File: config.mk
export PLATFORM = sky130hd
export DESIGN_NAME = imem_serial_loader_flat
export DESIGN_NICKNAME = d
export VERILOG_FILES = /design/src/rtl/imem_serial_loader_if.sv /design/src/rtl/imem_serial_loader.sv /design/src/flat_wrapper.sv
export SDC_FILE = /design/constraint.sdc
export NUM_CORES = 1
export LEC_CHECK = 0
export ABC_AREA = 0
export ABC_CLOCK_PERIOD_IN_PS = 3100
export CORE_MARGIN = 4
export CORE_UTILIZATION = 51
export CTS_CLUSTER_DIAMETER = 150
export DETAILED_ROUTE_END_ITERATION = 7
export HOLD_SLACK_MARGIN = 0.1
export PLACE_DENSITY = 0.86
export SYNTH_ARGS = -nofsm -noshare
export SYNTH_HDL_FRONTEND = slang
export SYNTH_SLANG_ARGS = --single-unit
File: constraint.sdc
create_clock -name clk -period 3.1 [get_ports clk]
set_input_delay 0.62 -clock clk [delete_from_list [all_inputs] [get_ports clk]]
set_output_delay 0.62 -clock clk [all_outputs]
set_load 0.05 [all_outputs]
File: src/rtl/imem_serial_loader_if.sv
// Byte-stream and instruction-memory write bundle for the serial loader.
// The loader drives the memory write port, rx_ready and status outputs.
interface imem_serial_loader_if #(
    parameter int ADDR_W = 5
);
    logic [7:0]        rx_data;
    logic              rx_valid;
    logic              rx_ready;
    logic              imem_we;
    logic [ADDR_W-1:0] imem_addr;
    logic [15:0]       imem_wdata;
    logic              cpu_hold;
    logic              load_done;
    logic              load_err;

    modport master (
        input  rx_data,
        input  rx_valid,
        output rx_ready,
        output imem_we,
        output imem_addr,
        output imem_wdata,
        output cpu_hold,
        output load_done,
        output load_err
    );

    modport slave (
        output rx_data,
        output rx_valid,
        input  rx_ready,
        input  imem_we,
        input  imem_addr,
        input  imem_wdata,
        input  cpu_hold,
        input  load_done,
        input  load_err
    );
endinterface

File: src/rtl/imem_serial_loader.sv
// Sync-framed byte loader into i281 instruction memory.
// Big-endian words, 8-bit additive checksum, CPU held until a clean load.
module imem_serial_loader #(
    parameter int          WORDS     = 32,
    parameter int          ADDR_W    = 5,
    parameter logic [7:0]  SYNC_BYTE = 8'hA5
) (
    input  logic                 clk,
    input  logic                 rst_n,
    imem_serial_loader_if.master bus
);
    typedef enum logic [2:0] {
        IDLE,
        RECV_HI,
        RECV_LO,
        RECV_CK,
        CHECK,
        DONE,
        ERROR
    } state_t;

    localparam logic [ADDR_W-1:0] LAST = ADDR_W'(WORDS - 1);
    localparam logic [ADDR_W-1:0] ONE  = ADDR_W'(1);

    state_t            state, state_n;
    logic [ADDR_W-1:0] cnt, cnt_n;
    logic [7:0]        acc, acc_n;
    logic [7:0]        hi, hi_n;
    logic              ok, ok_n;
    logic              we_q, we_n;
    logic [ADDR_W-1:0] addr_q, addr_n;
    logic [15:0]       wdata_q, wdata_n;
    logic              hold_q, hold_n;
    logic              done_q, done_n;
    logic              err_q, err_n;
    logic              take;
    logic              is_sync;

    assign bus.rx_ready   = (state != CHECK);
    assign bus.imem_we    = we_q;
    assign bus.imem_addr  = addr_q;
    assign bus.imem_wdata = wdata_q;
    assign bus.cpu_hold   = hold_q;
    assign bus.load_done  = done_q;
    assign bus.load_err   = err_q;

    assign take    = bus.rx_valid && (state != CHECK);
    assign is_sync = (bus.rx_data == SYNC_BYTE);

    // Next-state, word assembly, checksum and status decisions.
    always_comb begin
        state_n = state;
        cnt_n   = cnt;
        acc_n   = acc;
        hi_n    = hi;
        ok_n    = ok;
        we_n    = 1'b0;
        addr_n  = addr_q;
        wdata_n = wdata_q;
        hold_n  = hold_q;
        done_n  = done_q;
        err_n   = err_q;
        unique case (state)
            IDLE, DONE, ERROR: begin
                if (take && is_sync) begin
                    state_n = RECV_HI;
                    cnt_n   = '0;
                    acc_n   = '0;
                    hold_n  = 1'b1;
                    done_n  = 1'b0;
                    err_n   = 1'b0;
                end
            end
            RECV_HI: begin
                if (take) begin
                    hi_n    = bus.rx_data;
                    acc_n   = acc + bus.rx_data;
                    state_n = RECV_LO;
                end
            end
            RECV_LO: begin
                if (take) begin
                    we_n    = 1'b1;
                    addr_n  = cnt;
                    wdata_n = {hi, bus.rx_data};
                    acc_n   = acc + bus.rx_data;
                    cnt_n   = cnt + ONE;
                    state_n = (cnt == LAST) ? RECV_CK : RECV_HI;
                end
            end
            RECV_CK: begin
                if (take) begin
                    ok_n    = (bus.rx_data == acc);
                    state_n = CHECK;
                end
            end
            CHECK: begin
                if (ok) begin
                    state_n = DONE;
                    done_n  = 1'b1;
                    err_n   = 1'b0;
                    hold_n  = 1'b0;
                end else begin
                    state_n = ERROR;
                    done_n  = 1'b0;
                    err_n   = 1'b1;
                    hold_n  = 1'b1;
                end
            end
            default: state_n = IDLE;
        endcase
    end

    // State and registered outputs; reset forces outputs immediately.
    always_ff @(posedge clk or negedge rst_n) begin
        if (!rst_n) begin
            state   <= IDLE;
            cnt     <= '0;
            acc     <= '0;
            hi      <= '0;
            ok      <= 1'b0;
            we_q    <= 1'b0;
            addr_q  <= '0;
            wdata_q <= '0;
            hold_q  <= 1'b1;
            done_q  <= 1'b0;
            err_q   <= 1'b0;
        end else begin
            state   <= state_n;
            cnt     <= cnt_n;
            acc     <= acc_n;
            hi      <= hi_n;
            ok      <= ok_n;
            we_q    <= we_n;
            addr_q  <= addr_n;
            wdata_q <= wdata_n;
            hold_q  <= hold_n;
            done_q  <= done_n;
            err_q   <= err_n;
        end
    end
endmodule
File: src/flat_wrapper.sv
// flat-port wrapper written by rule: the top's interface ports become plain ports
module imem_serial_loader_flat 
#(
    parameter int          WORDS     = 32,
    parameter int          ADDR_W    = 5,
    parameter logic [7:0]  SYNC_BYTE = 8'hA5
)
  (clk, rst_n, bus_rx_data, bus_rx_valid, bus_rx_ready, bus_imem_we, bus_imem_addr, bus_imem_wdata, bus_cpu_hold, bus_load_done, bus_load_err);
  imem_serial_loader_if #(.ADDR_W(ADDR_W)) bus_i ();
  input  logic clk;
  input  logic rst_n;
  input wire logic [$bits(bus_i.rx_data)-1:0] bus_rx_data;
  input wire logic [$bits(bus_i.rx_valid)-1:0] bus_rx_valid;
  output wire logic [$bits(bus_i.rx_ready)-1:0] bus_rx_ready;
  output wire logic [$bits(bus_i.imem_we)-1:0] bus_imem_we;
  output wire logic [$bits(bus_i.imem_addr)-1:0] bus_imem_addr;
  output wire logic [$bits(bus_i.imem_wdata)-1:0] bus_imem_wdata;
  output wire logic [$bits(bus_i.cpu_hold)-1:0] bus_cpu_hold;
  output wire logic [$bits(bus_i.load_done)-1:0] bus_load_done;
  output wire logic [$bits(bus_i.load_err)-1:0] bus_load_err;
  assign bus_i.rx_data = bus_rx_data;
  assign bus_i.rx_valid = bus_rx_valid;
  assign bus_rx_ready = bus_i.rx_ready;
  assign bus_imem_we = bus_i.imem_we;
  assign bus_imem_addr = bus_i.imem_addr;
  assign bus_imem_wdata = bus_i.imem_wdata;
  assign bus_cpu_hold = bus_i.cpu_hold;
  assign bus_load_done = bus_i.load_done;
  assign bus_load_err = bus_i.load_err;
  imem_serial_loader #(.WORDS(WORDS), .ADDR_W(ADDR_W), .SYNC_BYTE(SYNC_BYTE)) u_core (.clk(clk), .rst_n(rst_n), .bus(bus_i));
endmodule
==> results of run 1 <==
path summary, 6_finish.rpt:
kind,start,cells after the start,endpoint
min in group clk,u_core.bus.imem_addr[3]$_DFFE_PN0P_,1,u_core.bus.imem_addr[3]$_DFFE_PN0P_
hold reg to reg,u_core.bus.imem_addr[3]$_DFFE_PN0P_,1,u_core.bus.imem_addr[3]$_DFFE_PN0P_
max in group asynchronous,rst_n,1,u_core.bus.imem_wdata[15]$_DFFE_PN0P_
setup reg to reg,u_core.acc[0]$_DFFE_PN0P_,7,u_core.acc[6]$_DFFE_PN0P_
setup / recovery,u_core.state[0]$_DFFE_PN0P_,3,bus_rx_ready
hold / removal,rst_n,1,u_core.bus.load_done$_DFFE_PN0P_
metrics by stage:
stage | cells | hold WS (ps) | worst slack (ps)
after floorplan | 209 | 324 | 928
after global placement | 308 | 476 | 305
after detailed placement | 308 | 494 | 253
after CTS | 316 | 514 | 456
after global routing | 316 | 534 | 278
final | 316 | 507 | 435
placed cells by master (no fill, tap or decap), types with 3 or more instances in the layout:
cell type and count:
nor2_1 9, nor3_1 4, nand3_1 7, xnor2_1 4
mux2_2 29, a22o_2 6, o21ai_0 10, a21oi_1 9
clkdlybuf4s50_1 35, ha_1 9, clkbuf_8 5, a211oi_1 4
nand2_1 18, dfrtp_1 49, inv_1 3, a31oi_1 4
sequential cells by signal, indices dropped and copies added, names as in the netlist:
signal	cells
u_core.bus.load_err	1
u_core.hi	8
u_core.cnt	5
u_core.state	3
u_core.acc	8
u_core.bus.load_done	1
u_core.bus.imem_wdata	16
u_core.bus.cpu_hold	1
u_core.ok	1
u_core.bus.imem_addr	5
u_core.bus.imem_we	1
metal layers:
layer | part of all wire [%] | routed length [um] | up-vias
met3 | 4.9 | 248 | 6
met4 | 0.97 | 49 | 0
li1 | - | - | 848
met1 | 43 | 2170 | 875
met5 | 0 | 0 | -
met2 | 51 | 2570 | 50
Yosys cell counts, types with 3 or more instances:
cell      count
buf_2         3
a22o_2        6
dfrtp_1      49
xnor2_1       4
ha_1          9
nor2_1        9
o21ai_0      10
mux2_2       29
a31oi_1       4
a211oi_1      4
inv_1         3
nand2_1      18
nand3_1       7
nor3_1        4
a21oi_1       9
kinds of logic after synthesis:
family / count (synthesis) / share of synthesized area (%)
flip-flops: 50 / 49.7
adder cells (fa/ha/maj): 11 / 5.66
AO/OA/AOI/OAI: 50 / 14.9
buffers and inverters: 9 / 1.69
multiplexers: 29 / 13.0
XOR/XNOR: 6 / 2.08
AND/OR/NAND/NOR: 54 / 13.0
worst max-delay path, cell delays in order (launching register included):
cell	delay [ps]
dfrtp_1	700
nor2_1	130
nand2_1	110
clkdlybuf4s50_1	810
power groups by stage:
stage                     logic (mW)  clock network (mW)  registers, mW
final                           1.90               0.451           1.18
after CTS                       1.91               0.459           1.18
after global placement          1.86                   0           1.17
after floorplan                0.912                   0           1.63
after global routing            2.03               0.489           1.23
after detailed placement        1.90                   0           1.19
area by class of cell:
cell class,count,area [um2],area share (%)
inverter,3,11.3,0.369
timing repair buffer,38,370,12.1
clock buffer,5,68.8,2.25
clock inverter,3,40.0,1.31
multi-input combinational,150,1230,40.2
sequential,50,1250,41.0
tap,67,83.8,2.75
==> flow_summary.ini, run 1 <==
[run_status]
run_status = finished clean

[clock_tree]
numCtsBuffers = 5
cts_resized = 0
cts-root-buf = clkbuf_8
h-tree-depth = 2
cts_hold_buffers = 0
cts.sinks = 50
cts.path.max_buffers = 2
cts_tree = done
post_cts_buffers = 0
clk-insertion-delay-late_ps = 300
path_clk_slew_ps = 90

[die]
rows = 25
dieHeight_um = 78.3
io-pin-count = 37
design.core.area_mm2 = 0.00475
die_x_um = 78.3
die_area_mm2 = 0.00613
initial_core_util_pct = 53.0

[timing]
rsz0062_at_grt = false
worstMarginPinSlew_ps = 1080
tns_ps = 0
finalHoldViolations = 0
finalSetupViolCount = 0
fmax_ghz = 0.375
relSlewSlack_pct = 27.9
slew_viol_final = 0
fin_skew_ps = 4.56
fin_crit_sh_pct = 86.0
period_needed_ps = 2660

[worst_setup_path]
worstSetupPathType = reg -> out
crit_path_max_fanout = 15
r2r_slack_ps = 950
required_ps = 2480
start_kind = register
critPathArrivalTime_ps = 2040
end_kind = primary output

[drt]
drcViolationCount = 0
wl_per_cell_um = 15.9
via_per_inst = 5.63
num_vias = 1779
drt-pass1-iter-count = 4
postRouteAntennaNets = 0
drt_iter0_drc = 122
wirelength_um = 5040

[cells_and_area]
diodes = 0
layout.nets = 269
syn2layout_area_growth_pct = 21.1
finish.instance_area_mm2 = 0.00305
fin_util_pct = 64.2
drive_above_1_share_pct = 23.3
n_fill_cell = 382

[grt]
grt_pass1_wl_um = 8510
grt_usage_pct = 17.5
grtUsageMet2_pct = 29.7
grt-ovfl-total = 0
grt_pass1_vias = 1751
globalRoute.busiestLayer = met2
antenna_found_initial = 0
met1_usage_pct = 22.4
grt_max_degree = 51
use_met3_pct = 5.39

[synthesis]
synth_top_area_share_pct = 48.6
synth_ff_type = dfrtp_1
ys_types = 50
syn-cell-area_mm2 = 0.00252
synth_top_cell_by_area = dfrtp_1
syn_nets = 230
seq_area_frac_synth_pct = 49.7
yosys_warnings = 0
synth_area_leaders = dfrtp_1 (49%), mux2_2 (13%), ha_1 (4.5%)
async_flop_share_pct = 100
netlist_instances = 209
synth-edff-count = 0
ys_seq_elements = 50
syn_area_per_cell_um2 = 12.1

[power_and_ir_drop]
ir_worst_vdd_mv = 0.795
p_int_mw = 1.97
clkPwrFrac_pct = 12.8
p_sw_mw = 1.56
combinationalPowerShare_pct = 53.7
power_density_mw_per_mm2 = 1160
seqPwrFrac_pct = 33.5
finalPower_mw = 3.53
leakagePower_nw = 1.27
switching_share_pct = 44.3

[placed_design]
portBuffers = 36
placed_area_mm2 = 0.00294
dpl.hpwl_um = 3570
gp_congestion = 0.861

[flow_run]
maxCapViolations = 0

[worst_hold_path]
hold_path_class = in -> async
Note: power is estimated with default switching activity, not from simulation.
==> run 2, diff against run 1 <==
- GPL_TIMING_DRIVEN: default -> 1
==> results of run 2 <==
Final layout, timing and power as in run 1 (identical DEF).
